`config.mk`:
```
export PLATFORM = sky130hd
export DESIGN_NAME = csrng_app_cmd_rsp
export DESIGN_NICKNAME = d
export VERILOG_FILES = /design/src/rtl/csrng_app_rsp_pkg.sv /design/src/rtl/csrng_app_hdr_dec.sv /design/src/rtl/csrng_app_cmd_rsp.sv
export SDC_FILE = /design/constraint.sdc
export NUM_CORES = 1
export LEC_CHECK = 0
export CAP_MARGIN = 20
export CELL_PAD_IN_SITES_DETAIL_PLACEMENT = 0
export CELL_PAD_IN_SITES_GLOBAL_PLACEMENT = 1
export CORE_AREA = 5 5 206 208
export CTS_BUF_LIST = sky130_fd_sc_hd__clkbuf_4
export DETAILED_ROUTE_END_ITERATION = 10
export DIE_AREA = 0 0 211 213
export GPL_TIMING_DRIVEN = 1
export PLACE_DENSITY = 0.95
export SETUP_SLACK_MARGIN = 0.5
export SYNTH_ARGS = -nofsm -noshare
export SYNTH_HDL_FRONTEND = slang
export SYNTH_HIERARCHICAL = 1
export SYNTH_SLANG_ARGS = --single-unit
```
`constraint.sdc`:
```
create_clock -name clk_i -period 9.1 [get_ports clk_i]
set_clock_uncertainty 0.2 [all_clocks]
set_input_delay 2.73 -clock clk_i [delete_from_list [all_inputs] [get_ports clk_i]]
set_output_delay 2.73 -clock clk_i [all_outputs]
set_load 0.005 [all_outputs]
```
`src/rtl/csrng_app_rsp_pkg.sv`:
```
// rtl/csrng_app_rsp_pkg.sv - shared header layout, command codes and FSM states for the app responder
package csrng_app_rsp_pkg;

  localparam int GenBitsW = 128;

  localparam int AcmdLsb  = 0;
  localparam int AcmdW    = 3;
  localparam int ClenLsb  = 4;
  localparam int ClenW    = 4;
  localparam int FlagsLsb = 8;
  localparam int FlagsW   = 4;
  localparam int GlenLsb  = 12;
  localparam int GlenW    = 13;

  typedef enum logic [2:0] {
    INV = 3'd0,
    INS = 3'd1,
    RES = 3'd2,
    GEN = 3'd3,
    UPD = 3'd4,
    UNI = 3'd5
  } acmd_e;

  typedef enum logic [2:0] {
    IDLE,
    DATA,
    PROC,
    GEN_OUT,
    ACK
  } rsp_state_e;

endpackage

```
`src/rtl/csrng_app_hdr_dec.sv`:
```
// rtl/csrng_app_hdr_dec.sv - combinational command header split and legal-acmd check
module csrng_app_hdr_dec
  import csrng_app_rsp_pkg::*;
(
  input  logic [31:0]       hdr,
  output logic [AcmdW-1:0]  acmd,
  output logic [ClenW-1:0]  clen,
  output logic [FlagsW-1:0] flags,
  output logic [GlenW-1:0]  glen,
  output logic              acmd_legal
);

  assign acmd  = hdr[AcmdLsb  +: AcmdW];
  assign clen  = hdr[ClenLsb  +: ClenW];
  assign flags = hdr[FlagsLsb +: FlagsW];
  assign glen  = hdr[GlenLsb  +: GlenW];

  assign acmd_legal = (acmd == INS) || (acmd == RES) || (acmd == GEN) ||
                      (acmd == UPD) || (acmd == UNI);

  logic unused_rsvd;
  assign unused_rsvd = ^{hdr[31:25], hdr[3]};

endmodule

```
`src/rtl/csrng_app_cmd_rsp.sv`:
```
// rtl/csrng_app_cmd_rsp.sv - CSRNG app-interface responder with deterministic genbits state
// Optional GEN-per-reseed limit: CSRNG_APP_CMD_RSP_RESEED_CNT_EN
module csrng_app_cmd_rsp
  import csrng_app_rsp_pkg::*;
#(
  parameter logic [31:0] ReseedLimit = 32'd1024
) (
  input  logic                clk_i,
  input  logic                rst_i,
  input  logic                csrng_req_valid_i,
  output logic                csrng_req_ready_o,
  input  logic [31:0]         csrng_req_bus_i,
  output logic                csrng_rsp_ack_o,
  output logic                csrng_rsp_sts_o,
  output logic                genbits_valid_o,
  input  logic                genbits_ready_i,
  output logic [GenBitsW-1:0] genbits_bus_o,
  output logic                genbits_fips_o,
  output logic                instantiated_o
);

  rsp_state_e          state_q, state_d;
  logic [AcmdW-1:0]    acmd_q;
  logic                acmd_ok_q;
  logic [ClenW-1:0]    clen_q;
  logic                flag0_q;
  logic [GlenW-1:0]    glen_q;
  logic [GlenW-1:0]    cnt_q;
  logic [ClenW-1:0]    idx_q;
  logic [31:0]         adata_q [4];
  logic [GenBitsW-1:0] drbg_q;
  logic                inst_q;
  logic                fips_q;
  logic                sts_q;
  logic                err;

  logic [AcmdW-1:0]  dec_acmd;
  logic [ClenW-1:0]  dec_clen;
  logic [FlagsW-1:0] dec_flags;
  logic [GlenW-1:0]  dec_glen;
  logic              dec_legal;

  csrng_app_hdr_dec u_hdr_dec (
    .hdr        (csrng_req_bus_i),
    .acmd       (dec_acmd),
    .clen       (dec_clen),
    .flags      (dec_flags),
    .glen       (dec_glen),
    .acmd_legal (dec_legal)
  );

  logic unused_flags;
  assign unused_flags = ^dec_flags[FlagsW-1:1];

  logic req_hs, gen_hs;
  assign req_hs = csrng_req_valid_i && csrng_req_ready_o;
  assign gen_hs = genbits_valid_o && genbits_ready_i;

`ifdef CSRNG_APP_CMD_RSP_RESEED_CNT_EN
  logic [31:0] reseed_cnt_q;
  logic        reseed_hit;
  assign reseed_hit = (reseed_cnt_q == ReseedLimit);
`else
  logic reseed_hit;
  assign reseed_hit = 1'b0;
  logic unused_limit;
  assign unused_limit = ^ReseedLimit;
`endif

  // Errors leave the instance untouched; UNI on an empty instance is harmless.
  always_comb begin
    err = 1'b0;
    if (!acmd_ok_q) begin
      err = 1'b1;
    end else begin
      case (acmd_q)
        INS:           err = inst_q;
        RES, UPD:      err = !inst_q;
        GEN:           err = !inst_q || reseed_hit;
        default:       err = 1'b0;
      endcase
    end
  end

  always_comb begin
    state_d           = state_q;
    csrng_req_ready_o = 1'b0;
    csrng_rsp_ack_o   = 1'b0;
    genbits_valid_o   = 1'b0;
    case (state_q)
      IDLE: begin
        csrng_req_ready_o = 1'b1;
        if (csrng_req_valid_i) state_d = (dec_clen != '0) ? DATA : PROC;
      end
      DATA: begin
        csrng_req_ready_o = 1'b1;
        if (csrng_req_valid_i && (idx_q == clen_q - 4'd1)) state_d = PROC;
      end
      PROC: begin
        state_d = (!err && (acmd_q == GEN) && (glen_q != '0)) ? GEN_OUT : ACK;
      end
      GEN_OUT: begin
        genbits_valid_o = 1'b1;
        if (genbits_ready_i && (cnt_q == 13'd1)) state_d = ACK;
      end
      ACK: begin
        csrng_rsp_ack_o = 1'b1;
        state_d         = IDLE;
      end
      default: state_d = IDLE;
    endcase
    if (rst_i) csrng_req_ready_o = 1'b0;
  end

  assign csrng_rsp_sts_o = csrng_rsp_ack_o & sts_q;
  assign genbits_bus_o   = genbits_valid_o ? drbg_q : '0;
  assign genbits_fips_o  = fips_q;
  assign instantiated_o  = inst_q;

  always_ff @(posedge clk_i) begin
    if (rst_i) begin
      state_q   <= IDLE;
      acmd_q    <= '0;
      acmd_ok_q <= 1'b0;
      clen_q    <= '0;
      flag0_q   <= 1'b0;
      glen_q    <= '0;
      cnt_q     <= '0;
      idx_q     <= '0;
      drbg_q    <= '0;
      inst_q    <= 1'b0;
      fips_q    <= 1'b0;
      sts_q     <= 1'b0;
      for (int k = 0; k < 4; k++) adata_q[k] <= '0;
`ifdef CSRNG_APP_CMD_RSP_RESEED_CNT_EN
      reseed_cnt_q <= '0;
`endif
    end else begin
      state_q <= state_d;
      if (state_q == IDLE && req_hs) begin
        acmd_q    <= dec_acmd;
        acmd_ok_q <= dec_legal;
        clen_q    <= dec_clen;
        flag0_q   <= dec_flags[0];
        glen_q    <= dec_glen;
        idx_q     <= '0;
        for (int k = 0; k < 4; k++) adata_q[k] <= '0;
      end
      // Words beyond four fold back onto the same lanes.
      if (state_q == DATA && req_hs) begin
        adata_q[idx_q[1:0]] <= adata_q[idx_q[1:0]] ^ csrng_req_bus_i;
        idx_q               <= idx_q + 4'd1;
      end
      if (state_q == PROC) begin
        sts_q <= err;
        cnt_q <= glen_q;
        if (!err) begin
          case (acmd_q)
            INS: begin
              drbg_q <= {adata_q[3], adata_q[2], adata_q[1], adata_q[0]};
              inst_q <= 1'b1;
              fips_q <= ~flag0_q;
`ifdef CSRNG_APP_CMD_RSP_RESEED_CNT_EN
              reseed_cnt_q <= '0;
`endif
            end
            RES: begin
              drbg_q <= drbg_q ^ {adata_q[3], adata_q[2], adata_q[1], adata_q[0]};
`ifdef CSRNG_APP_CMD_RSP_RESEED_CNT_EN
              reseed_cnt_q <= '0;
`endif
            end
            UPD: drbg_q <= drbg_q ^ {adata_q[3], adata_q[2], adata_q[1], adata_q[0]};
            UNI: begin
              drbg_q <= '0;
              inst_q <= 1'b0;
              fips_q <= 1'b0;
`ifdef CSRNG_APP_CMD_RSP_RESEED_CNT_EN
              reseed_cnt_q <= '0;
`endif
            end
            GEN: begin
`ifdef CSRNG_APP_CMD_RSP_RESEED_CNT_EN
              reseed_cnt_q <= reseed_cnt_q + 32'd1;
`endif
            end
            default: ;
          endcase
        end
      end
      if (state_q == GEN_OUT && gen_hs) begin
        drbg_q <= drbg_q + 128'd1;
        cnt_q  <= cnt_q - 13'd1;
      end
    end
  end

endmodule
```
== After elaboration in Yosys (flattened, before gate mapping) ==
Memory sizes are Yosys's and may differ from the RTL's. A register that Yosys moved wholly into a read port is not among the register bits.
Index checks and enable logic that the tools add are counted.

* Register bits after elaboration: 173
* Bits in latches: 0
* Bits in writable memories: 128
* ROM bits: 0
* Input port bits: 36
* Output and inout port bits: 134
* Word-level logic and storage cells: 115
* Memories kept: 1

{| class="wikitable"
|+ Memory list
! name !! words !! width !! read ports !! clocked after memory_dff !! write ports !! RTL line !! source
|-
| adata_q || 4 || 32 || 5 || 1 || 4 || csrng_app_cmd_rsp.sv:30 || <nowiki>logic [31:0] adata_q [4];</nowiki>
|}

* Add/subtract/negate cells: 4
* Multiply operators: 0
* Divide/modulo/power cells: 0
* Order comparisons: 0
* Equality and inequality tests: 20
* Shifts and indexed selects: 0
* Multiplexer cells: 40
* Bitwise gates (word level): 9
* Reduce and logical (&&, ||, !) cells: 29

{| class="wikitable"
|+ Operator list
! kind !! number
|-
| $mux W128 || 4
|-
| $pmux W128 S3 || 1
|-
| $mux W32 || 5
|-
| $add A128 B1 Y128 const B || 1
|-
| $xor A128 B128 Y128 || 1
|-
| $reduce_or A32 Y1 || 1
|-
| $xor A32 B32 Y32 || 1
|-
| $mux W13 || 2
|-
| $eq A3 B2 Y1 const B || 6
|-
| $eq A3 B3 Y1 const B || 5
|-
| $mux W1 || 14
|-
| $eq A13 B1 Y1 const B || 1
|-
| $reduce_bool A13 Y1 || 1
|-
| $sub A13 B1 Y13 const B || 1
|-
| $mux W3 || 4
|-
| $pmux W3 S4 || 1
|-
| $eq A3 B1 Y1 const B || 3
|-
| $logic_and A1 B1 Y1 || 9
|-
| $reduce_and A3 Y1 || 3
|-
| $mux W2 || 4
|-
| $mux W4 || 2
|-
| $reduce_bool A4 Y1 || 2
|-
| $ne A2 B2 Y1 const B || 3
|-
| $pmux W1 S2 || 3
|-
| 13 further kinds || 24
|}

== Logic depth before layout (Yosys ltp) ==
* Word-level depth: 11
* Depth in mapped cells: 12
* Depth with buffers taken out: 8

== Modules after synthesis ==
The synthesis kept the hierarchy.

{| class="wikitable"
|+ Modules (own cells, without submodules)
! module !! times used !! cells each !! area each (um2) !! seq. area each (um2)
|-
| csrng_app_cmd_rsp || 1 || 2369 || 19804.0 || 7347.0
|-
| csrng_app_hdr_dec || 1 || 26 || 190.2 || 0.0
|}

== Worst setup path before layout ==
Ideal clock, no wire load.

* Path type: input to output
* Start: input rst_i
* End: output csrng_req_ready_o
* Data arrival time: 3.001 ns
* Data required time: 6.170 ns
* Path slack: 3.169 ns
* Stages: 1
* Buffers on the path: 0
* Path through: nor3_1

* Cells in the longest elaborated chain, start to end: 1

{| class="wikitable"
|+ RTL lines
! element !! RTL line !! source
|-
| start, declared || csrng_app_cmd_rsp.sv:9 || <nowiki>input logic rst_i,</nowiki>
|-
| $mux W1 || csrng_app_cmd_rsp.sv:112 || <nowiki>if (rst_i) csrng_req_ready_o = 1'b0;</nowiki>
|-
| end, declared || csrng_app_cmd_rsp.sv:11 || <nowiki>output logic csrng_req_ready_o,</nowiki>
|}

No other way between the ends.

== Worst setup path after layout ==
Ends and elaborated chain as after synthesis.

==> metrics.txt <==
cell area after synthesis 20,000 µm²; layout cell share with drive strength beyond 1 10.9%; Critical Path Fanout Max 73; Inst Count DP 2,884; crit path from rst_i; syn avg cell area 8.35 µm²; worst-case reg-to-reg path depth 8; clock tree buffer depth 3; status finished clean; final WL 80,400 µm; Seq pwr share 46.9%; post-DR wirelength/cell 26.6 µm; r2r startpoint acmd_q[1]; DRC errors left 0; CTS clock-pin slew for the worst setup and hold paths 60 ps; r2r setup slk 4940 ps; largest net degree at the start of global routing 117; CP Capture Type output port; Initial DRT Pass Iterations 8; Hold Violations, Final 0; Layout Nets 2,483; Tcrit/Tclk final 75.9%; TritonCTS Buffers 82; RR Endpoint drbg_q[53]; Root Buffer Master clkbuf_4; Starting DRT DRC Count 3,230; leakage 0.00758 µW; Top-Level Pins 170; Setup Buffers After CTS 0; Hold-fix buffers, CTS 0; Clock Latency Late Sink 840 ps; Worst Path Class, Setup primary input to output port; fmax 145 MHz; crit path time final 6900 ps; Post-Syn Instances 2,392; antenna-violating nets left 0; Gate power share 18.1%; vias in the first global route 18,600; clock power share 35.0%; Area Growth Syn to Fin 13.2%; MaxCap Viol Count 0; slew margin rel. 21.3%; DIE WIDTH 211 µm; Finished Layout Cells 3,028; RSZ-0062 raised after global routing false; Setup TNS 0 ps; CTS resizes 0; CTS tree built; Worst-Margin Slew 1170 ps; Die ar. 44,900 µm²; sw power 1300 µW; RePlAce Congestion 1.01; internal power 2450 µW; grt ovf 0; worst hold margin 256 ps; area of the multi-input gates 11,400 µm²; FF/Latch Area 7350 µm²; Detail Placement HPWL 55,800 µm; via count 20,700; Rows 74; Hold/Removal Path Class flop to flop; sw frac 34.7%; Max Slew Vio Count 0; Yosys warning total 6; input/output buffers 169; Startpoint Class primary input; data required time of the worst path 6170 ps; depth of the worst hold-timing path 2; core area 40,400 µm²; initial antenna violation count 3; HP Start flag0_q; Die Span Y 213 µm; Initial Utilization 49.5%; Fill cells 3,624; CTS H-tree lvls 3; critical path capture point csrng_req_ready_o; pwr/cell area 166 nW/µm²; Clock Sinks 303; final setup fails 0; vias per inst 6.85; aggregate global-route resource usage 34.3%; first-pass GRT wire length 118,000 µm; arrival time worst endpoint 3970 ps; synthesized net count 2,436; Peak VDD IR 102 µV
[layer usage]
layer | track usage (%) | part of all wire (%) | vias up
li1 | - | - | 8982
met1 | 45.6 | 36 | 9740
met2 | 50.1 | 42 | 1701
met3 | 10.8 | 16 | 321
met4 | 18.5 | 6.3 | 4
met5 | 0 | 0.041 | -
[critical path, stage by stage]
cell and delay [ps]:
buf_6 250, nor3_1 390, clkdlybuf4s50_1 590
[power by group through the flow]
stage | Sequential [µW] | Clock (µW) | Combinational, µW
after floorplan | 1630 | 0 | 503
after global placement | 1760 | 0 | 637
after detailed placement | 1770 | 0 | 651
after CTS | 1740 | 1300 | 658
after global routing | 1760 | 1380 | 722
final | 1760 | 1310 | 677
[layout by cell type, fill, tap and decap left out, drive strengths merged, types with 15 or more instances in the layout]
cell type	instances
and2	126
a211oi	37
nand4	80
inv	30
nor2	309
a21oi	105
xor2	46
nand3	75
nand2	179
a31oi	50
mux4	32
nor4	64
a221oi	49
buf	36
and3	45
a311oi	17
clkdlybuf4s50	168
edfxtp	128
dfxtp	175
clkbuf	126
xnor2	52
and4	16
a2111oi	15
or3	21
o21ai	162
nor3	111
[cell type report]
class                      count  share of cell area (%)
multi-input combinational   1818                    50.6
sequential                   303                    32.5
timing repair buffer         205                    8.76
clock buffer                 125                    4.15
tap                          532                    2.94
clock inverter                15                   0.548
inverter                      29                   0.481
antenna                        1                  0.0111
[worst min-delay path by stage]
stage / to / slack (ps)
after floorplan: flag0_q / 230
after CTS: flag0_q / 260
after global routing: glen_q[4] / 290
after detailed placement: flag0_q / 250
after global placement: flag0_q / 240
final: flag0_q / 260
[sequential cells by signal (all words and copies together) (netlist names), named ones only]
signal          flops
adata_q           128
drbg_q            128
cnt_q              13
glen_q             13
clen_q              4
idx_q               4
acmd_q              3
state_q             3
acmd_ok_q           1
flag0_q             1
genbits_fips_o      1
instantiated_o      1
sts_q               1
[per-stage QoR]
| step | utilization (%) | setup WS [ps] | cell area [µm²] | power, µW |
|---|---|---|---|---|
| after floorplan | - | 3170 | 20000 | 2140 |
| after global placement | 53.3 | 2260 | 21500 | 2400 |
| after detailed placement | 53.3 | 2220 | 21500 | 2420 |
| after CTS | 55.9 | 2200 | 22600 | 3700 |
| after global routing | 56.0 | 2150 | 22600 | 3860 |
| final | 56.0 | 2200 | 22600 | 3750 |
Note: power is estimated with default switching activity, not from simulation.
